==> src/rtl/gth_lane_packer_pkg.sv <==
// gth_pack_pkg: shared types and constants for the GTH lane packer.
//   line_state_e  : line state encoding (IDLE=0, TRAIN=1, RUN=2)
//   DEF_IDLE_SYM  : default idle / underrun fill symbol
//   DEF_TRAIN_SYM : default training symbol
//   slot_offset() : bit offset of (channel, slot) inside the packed word bus
package gth_pack_pkg;

  typedef enum logic [1:0] {
    IDLE  = 2'd0,
    TRAIN = 2'd1,
    RUN   = 2'd2
  } line_state_e;

  localparam logic [9:0] DEF_IDLE_SYM  = 10'h354;
  localparam logic [9:0] DEF_TRAIN_SYM = 10'h0FF;

  // Channel c occupies RATIO consecutive symbols; slot k sits k symbols in.
  function automatic int unsigned slot_offset(input int unsigned ch,
                                              input int unsigned slot,
                                              input int unsigned ratio,
                                              input int unsigned sym_w);
    return (ch * ratio + slot) * sym_w;
  endfunction

endpackage

==> src/rtl/gth_lane_packer_lane.sv <==
// gth_pack_lane: one channel of the packer. Collects slots 0..RATIO-2 in a
// staging register and, on the last-slot cycle, registers the full word
// (staged slots plus the current fill symbol) into the output register.
// Ports:
//   i_clk, i_reset : clock, synchronous active-high reset
//   i_phase        : current slot index 0..RATIO-1
//   i_last         : high on the last slot of a word
//   i_fill         : symbol for the current slot
//   o_word         : registered word, slot k at [k*SYM_W +: SYM_W]
module gth_pack_lane
  import gth_pack_pkg::*;
#(
  parameter int unsigned      SYM_W    = 10,
  parameter int unsigned      RATIO    = 2,
  parameter logic [SYM_W-1:0] IDLE_SYM = DEF_IDLE_SYM
) (
  input  logic                     i_clk,
  input  logic                     i_reset,
  input  logic [$clog2(RATIO)-1:0] i_phase,
  input  logic                     i_last,
  input  logic [SYM_W-1:0]         i_fill,
  output logic [RATIO*SYM_W-1:0]   o_word
);

  localparam int unsigned PH_W = $clog2(RATIO);

  // The last slot bypasses staging and goes straight into the word register.
  logic [SYM_W-1:0]       r_slot [RATIO-1];
  logic [RATIO*SYM_W-1:0] r_word;

  always_ff @(posedge i_clk) begin
    if (i_reset) begin
      for (int unsigned k = 0; k < RATIO - 1; k++) r_slot[k] <= IDLE_SYM;
      r_word <= {RATIO{IDLE_SYM}};
    end else begin
      for (int unsigned k = 0; k < RATIO - 1; k++) begin
        if (i_phase == PH_W'(k)) r_slot[k] <= i_fill;
      end
      if (i_last) begin
        for (int unsigned k = 0; k < RATIO - 1; k++) begin
          r_word[k*SYM_W +: SYM_W] <= r_slot[k];
        end
        r_word[(RATIO-1)*SYM_W +: SYM_W] <= i_fill;
      end
    end
  end

  assign o_word = r_word;

endmodule

==> src/rtl/gth_lane_packer.sv <==
// gth_lane_packer: packs NUM_CH per-pixel-clock symbols into RATIO-symbol
// words per channel for the GTH user-data bus, generates the word-rate phase
// clock and runs the line state machine (IDLE fill / TRAIN pattern / RUN).
// Ports:
//   clk, reset  : pixel clock, synchronous active-high reset
//   enable      : request the line leave IDLE
//   train_req   : pulse, request a training burst while in RUN
//   in_valid    : in_sym valid this cycle
//   in_sym      : channel c at [c*SYM_W +: SYM_W]
//   out_word    : channel c at [c*RATIO*SYM_W +: RATIO*SYM_W], slot k at k*SYM_W
//   out_valid   : one-cycle pulse, out_word updated
//   word_clk    : registered word-rate phase clock
//   line_state  : 0 IDLE, 1 TRAIN, 2 RUN
//   underrun    : one-cycle pulse after a RUN slot with in_valid=0
//   underrun_cnt: saturating underrun slot count (only with
//                 GTH_PACK_UNDERRUN_CNT_EN defined)
module gth_lane_packer
  import gth_pack_pkg::*;
#(
  parameter int unsigned      NUM_CH      = 3,
  parameter int unsigned      SYM_W       = 10,
  parameter int unsigned      RATIO       = 2,
  parameter int unsigned      TRAIN_WORDS = 16,
  parameter logic [SYM_W-1:0] IDLE_SYM    = DEF_IDLE_SYM,
  parameter logic [SYM_W-1:0] TRAIN_SYM   = DEF_TRAIN_SYM
) (
  input  logic                          clk,
  input  logic                          reset,
  input  logic                          enable,
  input  logic                          train_req,
  input  logic                          in_valid,
  input  logic [NUM_CH*SYM_W-1:0]       in_sym,
  output logic [NUM_CH*RATIO*SYM_W-1:0] out_word,
  output logic                          out_valid,
  output logic                          word_clk,
  output logic [1:0]                    line_state,
  output logic                          underrun
`ifdef GTH_PACK_UNDERRUN_CNT_EN
  ,
  output logic [15:0]                   underrun_cnt
`endif
);

  localparam int unsigned PH_W  = $clog2(RATIO);
  localparam int unsigned CNT_W = $clog2(TRAIN_WORDS + 1);

  logic [PH_W-1:0]  r_phase;
  logic             w_last;
  line_state_e      r_state;
  logic [CNT_W-1:0] r_train_cnt;
  logic             r_train_pending;
  logic             r_out_valid;
  logic             r_word_clk;
  logic             r_underrun;
  logic             w_underrun;
  logic [SYM_W-1:0] w_fill [NUM_CH];

  assign w_last     = (r_phase == PH_W'(RATIO - 1));
  assign w_underrun = (r_state == RUN) && !in_valid;

  // Free-running slot counter, also drives the word-rate clock.
  always_ff @(posedge clk) begin
    if (reset) begin
      r_phase     <= '0;
      r_out_valid <= 1'b0;
      r_word_clk  <= 1'b0;
      r_underrun  <= 1'b0;
    end else begin
      r_phase     <= w_last ? '0 : r_phase + 1'b1;
      r_out_valid <= w_last;
      r_word_clk  <= (r_phase < PH_W'(RATIO / 2));
      r_underrun  <= w_underrun;
    end
  end

  // Transitions only at word boundaries so a word never mixes modes.
  // A train_req on the boundary cycle is folded in directly, enable=0 wins.
  always_ff @(posedge clk) begin
    if (reset) begin
      r_state         <= IDLE;
      r_train_cnt     <= '0;
      r_train_pending <= 1'b0;
    end else begin
      if (r_state == RUN && train_req) r_train_pending <= 1'b1;
      if (w_last) begin
        case (r_state)
          IDLE: begin
            if (enable) begin
              r_state     <= TRAIN;
              r_train_cnt <= '0;
            end
          end
          TRAIN: begin
            if (!enable) begin
              r_state         <= IDLE;
              r_train_pending <= 1'b0;
            end else begin
              r_train_cnt <= r_train_cnt + 1'b1;
              if (r_train_cnt == CNT_W'(TRAIN_WORDS - 1)) r_state <= RUN;
            end
          end
          RUN: begin
            if (!enable) begin
              r_state         <= IDLE;
              r_train_pending <= 1'b0;
            end else if (r_train_pending || train_req) begin
              r_state         <= TRAIN;
              r_train_cnt     <= '0;
              r_train_pending <= 1'b0;
            end
          end
          default: r_state <= IDLE;
        endcase
      end
    end
  end

  always_comb begin
    for (int unsigned c = 0; c < NUM_CH; c++) begin
      w_fill[c] = IDLE_SYM;
      case (r_state)
        TRAIN:   w_fill[c] = TRAIN_SYM;
        RUN:     if (in_valid) w_fill[c] = in_sym[c*SYM_W +: SYM_W];
        default: w_fill[c] = IDLE_SYM;
      endcase
    end
  end

  for (genvar c = 0; c < NUM_CH; c++) begin : g_lane
    gth_pack_lane #(
      .SYM_W    (SYM_W),
      .RATIO    (RATIO),
      .IDLE_SYM (IDLE_SYM)
    ) u_lane (
      .i_clk   (clk),
      .i_reset (reset),
      .i_phase (r_phase),
      .i_last  (w_last),
      .i_fill  (w_fill[c]),
      .o_word  (out_word[slot_offset(c, 0, RATIO, SYM_W) +: RATIO*SYM_W])
    );
  end

`ifdef GTH_PACK_UNDERRUN_CNT_EN
  logic [15:0] r_underrun_cnt;

  always_ff @(posedge clk) begin
    if (reset) begin
      r_underrun_cnt <= '0;
    end else if (w_last && r_state == IDLE && enable) begin
      r_underrun_cnt <= '0;
    end else if (w_underrun && r_underrun_cnt != '1) begin
      r_underrun_cnt <= r_underrun_cnt + 1'b1;
    end
  end

  assign underrun_cnt = r_underrun_cnt;
`endif

  assign out_valid  = r_out_valid;
  assign word_clk   = r_word_clk;
  assign line_state = r_state;
  assign underrun   = r_underrun;

endmodule

==> config.mk <==
export PLATFORM = sky130hd
export DESIGN_NAME = gth_lane_packer
export DESIGN_NICKNAME = d
export VERILOG_FILES = /design/src/rtl/gth_lane_packer_pkg.sv /design/src/rtl/gth_lane_packer_lane.sv /design/src/rtl/gth_lane_packer.sv
export SDC_FILE = /design/constraint.sdc
export NUM_CORES = 1
export LEC_CHECK = 0
export CORE_MARGIN = 2
export CORE_UTILIZATION = 27
export CTS_CLUSTER_SIZE = 12
export DETAILED_ROUTE_END_ITERATION = 6
export GPL_ROUTABILITY_DRIVEN = 0
export PLACE_DENSITY = 0.52
export SLEW_MARGIN = 0
export SYNTH_ARGS = -nofsm -noshare
export SYNTH_HDL_FRONTEND = slang
export SYNTH_SLANG_ARGS = --single-unit
==> constraint.sdc <==
create_clock -name clk -period 1.7 [get_ports clk]
set_clock_uncertainty 0.2 [all_clocks]
set_input_delay 0.255 -clock clk [delete_from_list [all_inputs] [get_ports clk]]
set_output_delay 0.255 -clock clk [all_outputs]
set_load 0.005 [all_outputs]
==> impl_metrics.csv, run 1 <==
group,metric,value,unit
outcome,status,"finished with violations",
outcome,violations,"negative setup slack",
die,die_w,126,um
critical_path,required,1.79,ns
layout,fin_cells,713,
layout,final_core_util,41.9,%
synth,synth_seq_cells,102,
layout,drive_gt1_share,23.1,%
synth,synth_top_family_by_area,"simple AND/OR/NAND/NOR gates",
synth,synth-compound-area-share,12.2,%
pwr,power_leakage,2.31,nW
global_routing,grt_max_degree,36,
min_path,hold_class,"in -> reg",
die,die_h,126,um
synth,synth_edf_count,30,
synth,synth_cell_types,39,
clock_tree,clk_latency,0.35,ns
layout,n_antenna_cell,0,
synth,synthXorXnorAreaFrac,0,%
synth,post_synth_fa_ha_maj_area_fraction,1.88,%
clock_tree,clockBufferDepth,2,
critical_path,arrival,1.83,ns
critical_path,crit_fanout,6,
clock_tree,ctsHoldBuffers,0,
die,core-area,0.0145,mm^2
drt,viasPerCell,4.58,
clock_tree,root_buffer,"clkbuf_16",
critical_path,crit_slowest_cell,"dfxtp_4",
sta,fmax,577,MHz
clock_tree,clk_pin_slew_worst_paths,0.07,ns
synth,syn_area_per_cell,9.98,um^2
die,io_pins,100,
layout,final_cell_mix,"clkdlybuf4s50_1 (84), dfxtp_1 (58), nor2_1 (55)",
drt,drt_first_pass_iters,4,
critical_path,cp-end-kind,"flop",
critical_path,path_buf_inv,2,
place,placedCellCount,689,
critical_path,start_kind,"flop",
pwr,design_power_total,5.48,mW
place,place_area,0.00536,mm^2
drt,routed_wl,10.7,mm
layout,fillers,1418,
place,hpwl,7.61,mm
global_routing,antenna_found_initial,0,
clock_tree,cts_tree,"built",
sta,drv_slew,0,
sta,post-route-worst-setup-slack,-0.0342,ns
drt,drtIter0Drc,158,
synth,synth_warnings,0,
synth,muxShareOfSynthArea,4.01,%
sta,maxSlewHeadroom,73.8,%
clock_tree,htreeDepth,3,
pwr,powerDensity,904,mW/mm^2
place,portBuffers,99,
drt,wl_per_cell,15.1,um
sta,fin_setup_tns,-0.0581,ns
synth,seq_area_frac_synth,58.6,%
global_routing,grt.total_usage,13.9,%
synth,synth-async-reset-ratio,0,%
synth,syn-instance-count,400,
synth,syn_nets,441,
layout,area_delta_synth_final,51.9,%
global_routing,grt-ovfl-total,0,
place,dp_slack,-0.314,ns
die,row_count,44,
critical_path,max_stage_delay,0.36,ns
pwr,ir_worst_vdd,481,uV
clock_tree,cts_buffers,9,
global_routing,grt_pass1_wl,17.0,mm
sta,fin_crit_sh,102,%
sta,finalSetupViolCount,5,
die,start_util,27.6,%
run,cap_violations,0,
critical_path,cpLargestDelayFamily,"simple AND/OR/NAND/NOR gates",
layout,fin_nets,565,
sta,rsz0062_at_grt,"yes",
synth,netlist_area,0.00399,mm^2
layout,fin_area,0.00607,mm^2
global_routing,grt_pass1_vias,3171,
synth,synth-simple-area-share,19.1,%
drt,ant_nets,0,
synth,synthFlopType,"dfxtp_1",
layout,layout_commonest_cell,"clkdlybuf4s50_1",
sta,whs,0.159,ns
die,die_area,0.0158,mm^2
clock_tree,clock-sinks,102,
drt,vias,3267,
sta,final_hold_viol_count,0,
critical_path,crit_type,"reg -> reg",
critical_path,crit_chain,"buf_6, ha_4, buf_4, nor3_4, o211ai_4, or2_1, a21oi_2",
sta,min_period,1.73,ns
sta,worst_pin_slew,0.393,ns
drt,drc,0,
## cells in the mapped netlist, types with 5 or more instances
cell type | number | area share, %
a31oi_1 | 5 | 0.78
o21ai_0 | 11 | 1.4
edfxtp_1 | 30 | 23
or2_2 | 7 | 1.1
buf_2 | 11 | 1.4
dfxtp_1 | 72 | 36
clkbuf_1 | 9 | 0.85
mux2i_1 | 16 | 4.0
a21oi_1 | 24 | 3.0
nor2_1 | 58 | 5.5
nor2b_1 | 15 | 2.3
and3_1 | 12 | 1.9
a211o_1 | 15 | 3.3
nand2_1 | 48 | 4.5
ha_1 | 6 | 1.9
o22ai_1 | 11 | 1.7
inv_1 | 10 | 0.94
## sequential cells by signal (all words and copies together) (netlist names)
signal                flops
out_valid                 1
underrun                  1
r_phase                   1
line_state                2
r_train_cnt               5
g_lane.u_lane.o_word     60
r_train_pending           1
g_lane.u_lane.r_slot     30
word_clk                  1
## area by class of cell
cell class	instances	area, um^2	area share [%]
Inverter	10	40.0	0.660
Clock inverter	6	85.1	1.40
Sequential cell	102	2360	39.0
Clock buffer	10	239	3.94
Timing Repair Buffer	139	1390	23.0
Tap cell	184	230	3.80
Multi-Input combinational cell	262	1710	28.3
## cells by family (layout without fill, tap and decap cells)
family	after synthesis	in the layout
AO/OA/AOI/OAI	76	76
adder cells (fa/ha/maj)	6	6
buffers and inverters	37	165
flip-flops	102	102
multiplexers	16	16
AND/OR/NAND/NOR	163	164
## worst reg2reg max path: cells and delay by family, from the launching register on
kind	cells	cell delay, ns
buffers and inverters	2	0.26
AOI/OAI and AO/OA	2	0.23
and+or+nand+nor	2	0.47
adders and majority gates	1	0.16
DFF	1	0.36
## final timing paths
| check | start | endpoint | slack, ns | depth (start not counted) |
|---|---|---|---|---|
| setup / recovery | line_state[0] | r_train_cnt[1] | -0.03 | 7 |
| hold reg to reg | g_lane[2].u_lane.r_slot[0][9] | g_lane[2].u_lane.o_word[9] | 0.26 | 1 |
| setup reg to reg | line_state[0] | r_train_cnt[1] | -0.03 | 7 |
| hold / removal | reset | r_train_cnt[1] | 0.16 | 3 |
## routing by layer
layer  up-vias  global-route usage [%]  wire length [um]
met3        18                    2.00               309
met4         0                    7.65               348
met2        68                    23.2              5340
met1      1549                    17.2              4740
met5         -                       0                 0
li1       1632                       -                 -
## where the power goes
part           switching [mW]  total [mW]  internal (mW)
combinational           0.287       0.614          0.328
clock                   0.917        2.24           1.33
sequential             0.0427        2.63           2.58
total                    1.25        5.48           4.24
## repair_timing
item                                    in CTS  in global routing
gates cloned                                 1                  0
pin swaps                                    8                 13
gates resized for setup                     49                 46
endpoints found under the hold margin        0                  0
buffers inserted                             7                  1
endpoints found under the setup margin      64                 45
Note: power is estimated with default switching activity, not from simulation.
==> run 2, diff against run 1 <==
--- a/config.mk
+++ b/config.mk
@@ -10,7 +10,9 @@
 export CTS_CLUSTER_SIZE = 12
 export DETAILED_ROUTE_END_ITERATION = 6
 export GPL_ROUTABILITY_DRIVEN = 0
+export MAX_ROUTING_LAYER = met4
 export PLACE_DENSITY = 0.52
+export REMOVE_ABC_BUFFERS = 1
 export SLEW_MARGIN = 0
 export SYNTH_ARGS = -nofsm -noshare
 export SYNTH_HDL_FRONTEND = slang
==> run 2 against run 1 <==
Net effect:
- the run still ends with negative setup slack left
- worst setup slack got worse by 0.027 ns
- via count shrank 0.12%
- sequential cell count unchanged
- total power decreased by 6.5%
- global-route usage up 0.38 points
- routed wire length is 1.6% higher
==> impl_metrics.csv, run 2 (same netlist as run 1, synthesis figures left out) <==
group,metric,value,unit
drt,viasPerCell,4.58,
die,start_util,27.6,%
sta,worst_pin_slew,0.320,ns
outcome,status,"finished with violations",
layout,n_antenna_cell,0,
drt,drtIter0Drc,140,
place,dp_slack,-0.270,ns
layout,drive_gt1_share,21.6,%
critical_path,crit_fanout,7,
sta,drv_slew,0,
sta,whs,0.0903,ns
place,portBuffers,99,
pwr,switching_power,1.22,mW
layout,fin_nets,564,
clock_tree,clk_pin_slew_worst_paths,0.06,ns
layout,fillers,1402,
drt,vias,3263,
layout,largest_register_ffs,60,
sta,finalSetupViolCount,18,
die,io_pins,100,
die,core-area,0.0145,mm^2
pwr,design_power_total,5.13,mW
clock_tree,clockBufferDepth,2,
drt,drc,0,
global_routing,grt_max_degree,31,
run,cap_violations,0,
pwr,p_int,3.90,mW
layout,final_cell_mix,"clkdlybuf4s50_1 (84), dfxtp_1 (60), nor2_1 (57)",
drt,ant_nets,0,
die,die_area,0.0158,mm^2
pwr,swShare,23.8,%
clock_tree,ctsHoldBuffers,0,
layout,layout_commonest_cell,"clkdlybuf4s50_1",
sta,final_hold_viol_count,0,
sta,min_period,1.76,ns
pwr,p_seq_share,51.3,%
layout,area_delta_synth_final,49.3,%
die,die_w,126,um
pwr,pwr-share-clk,37.0,%
drt,routed_wl,10.9,mm
outcome,violations,"negative setup slack",
clock_tree,htreeDepth,3,
drt,wl_per_cell,15.3,um
sta,fin_crit_sh,104,%
drt,drt_first_pass_iters,5,
global_routing,grt_pass1_vias,3259,
critical_path,required,1.73,ns
sta,maxSlewHeadroom,78.7,%
pwr,combPwrFrac,11.7,%
min_path,hold_class,"in -> reg",
die,row_count,44,
pwr,powerDensity,860,mW/mm^2
die,die_h,126,um
global_routing,antenna_found_initial,0,
critical_path,cp-end-kind,"flop",
clock_tree,cts_buffers,9,
pwr,ir_worst_vdd,431,uV
sta,fmax,568,MHz
clock_tree,clock-sinks,102,
clock_tree,clk_latency,0.34,ns
critical_path,start_kind,"flop",
global_routing,grt-ovfl-total,0,
pwr,power_leakage,2.28,nW
sta,rsz0062_at_grt,"yes",
sta,post-route-worst-setup-slack,-0.0611,ns
global_routing,grt.total_usage,14.2,%
place,hpwl,7.48,mm
clock_tree,root_buffer,"clkbuf_16",
critical_path,arrival,1.79,ns
clock_tree,cts_tree,"built",
global_routing,grt_pass1_wl,16.9,mm
critical_path,crit_type,"reg -> reg",
run 2: final cells by class:
type / instances / area [um^2] / area share (%)
timing repair buffer: 139 / 1400 / 23.4
multi-input combinational: 261 / 1680 / 28.2
clock inverter: 3 / 20.0 / 0.336
tap: 184 / 230 / 3.86
sequential: 102 / 2360 / 39.5
inverter: 10 / 37.5 / 0.630
clock buffer: 13 / 240 / 4.03
run 2: stage by stage:
step	setup TNS (ns)	util, %	instances	cell area [um^2]
floorplan	-137.36	-	373	3860
global placement	-8.59	37.3	692	5400
detailed placement	-9.82	37.3	692	5400
CTS	-0.445	40.1	712	5810
global route	-2.47	41.2	712	5960
finish	-0.522	41.2	712	5960
run 2: path summary, 6_finish.rpt:
kind	startpoint	endpoint	slack, ns	cells past startpoint
max	line_state[0]	g_lane[1].u_lane.o_word[18]	-0.06	7
min	reset	r_train_pending	0.09	3
max reg2reg	line_state[0]	g_lane[1].u_lane.o_word[18]	-0.06	7
min reg2reg	g_lane[2].u_lane.r_slot[0][9]	g_lane[2].u_lane.o_word[9]	0.25	1
run 2: critical path, stage by stage (launching register included):
cell	delay, ns
dfxtp_2	0.34
inv_2	0.05
ha_4	0.17
buf_12	0.14
mux2i_2	0.17
nor2_4	0.21
a21oi_1	0.09
or2_2	0.27
run 2: timing repair:
item,in CTS,in global routing
pin swaps,10,9
setup endpoints to repair,67,65
setup buffers,2,0
gates resized for setup,33,49
cloned,2,0
run 2: power groups by stage:
stage	clock (mW)	sequential, mW	combinational (mW)
floorplan	0	2.70	0.177
global placement	0	2.68	0.542
detailed placement	0	2.68	0.550
CTS	1.96	2.63	0.581
global route	2.08	2.64	0.651
finish	1.90	2.63	0.601
run 2: layer usage:
layer  global-route usage, %  routed length, um  vias up
met5                       -                  0        -
met4                    5.03                189        0
met3                    5.10                678       14
met2                    22.9               5310       77
met1                    16.5               4730     1550
li1                        -                  -     1622
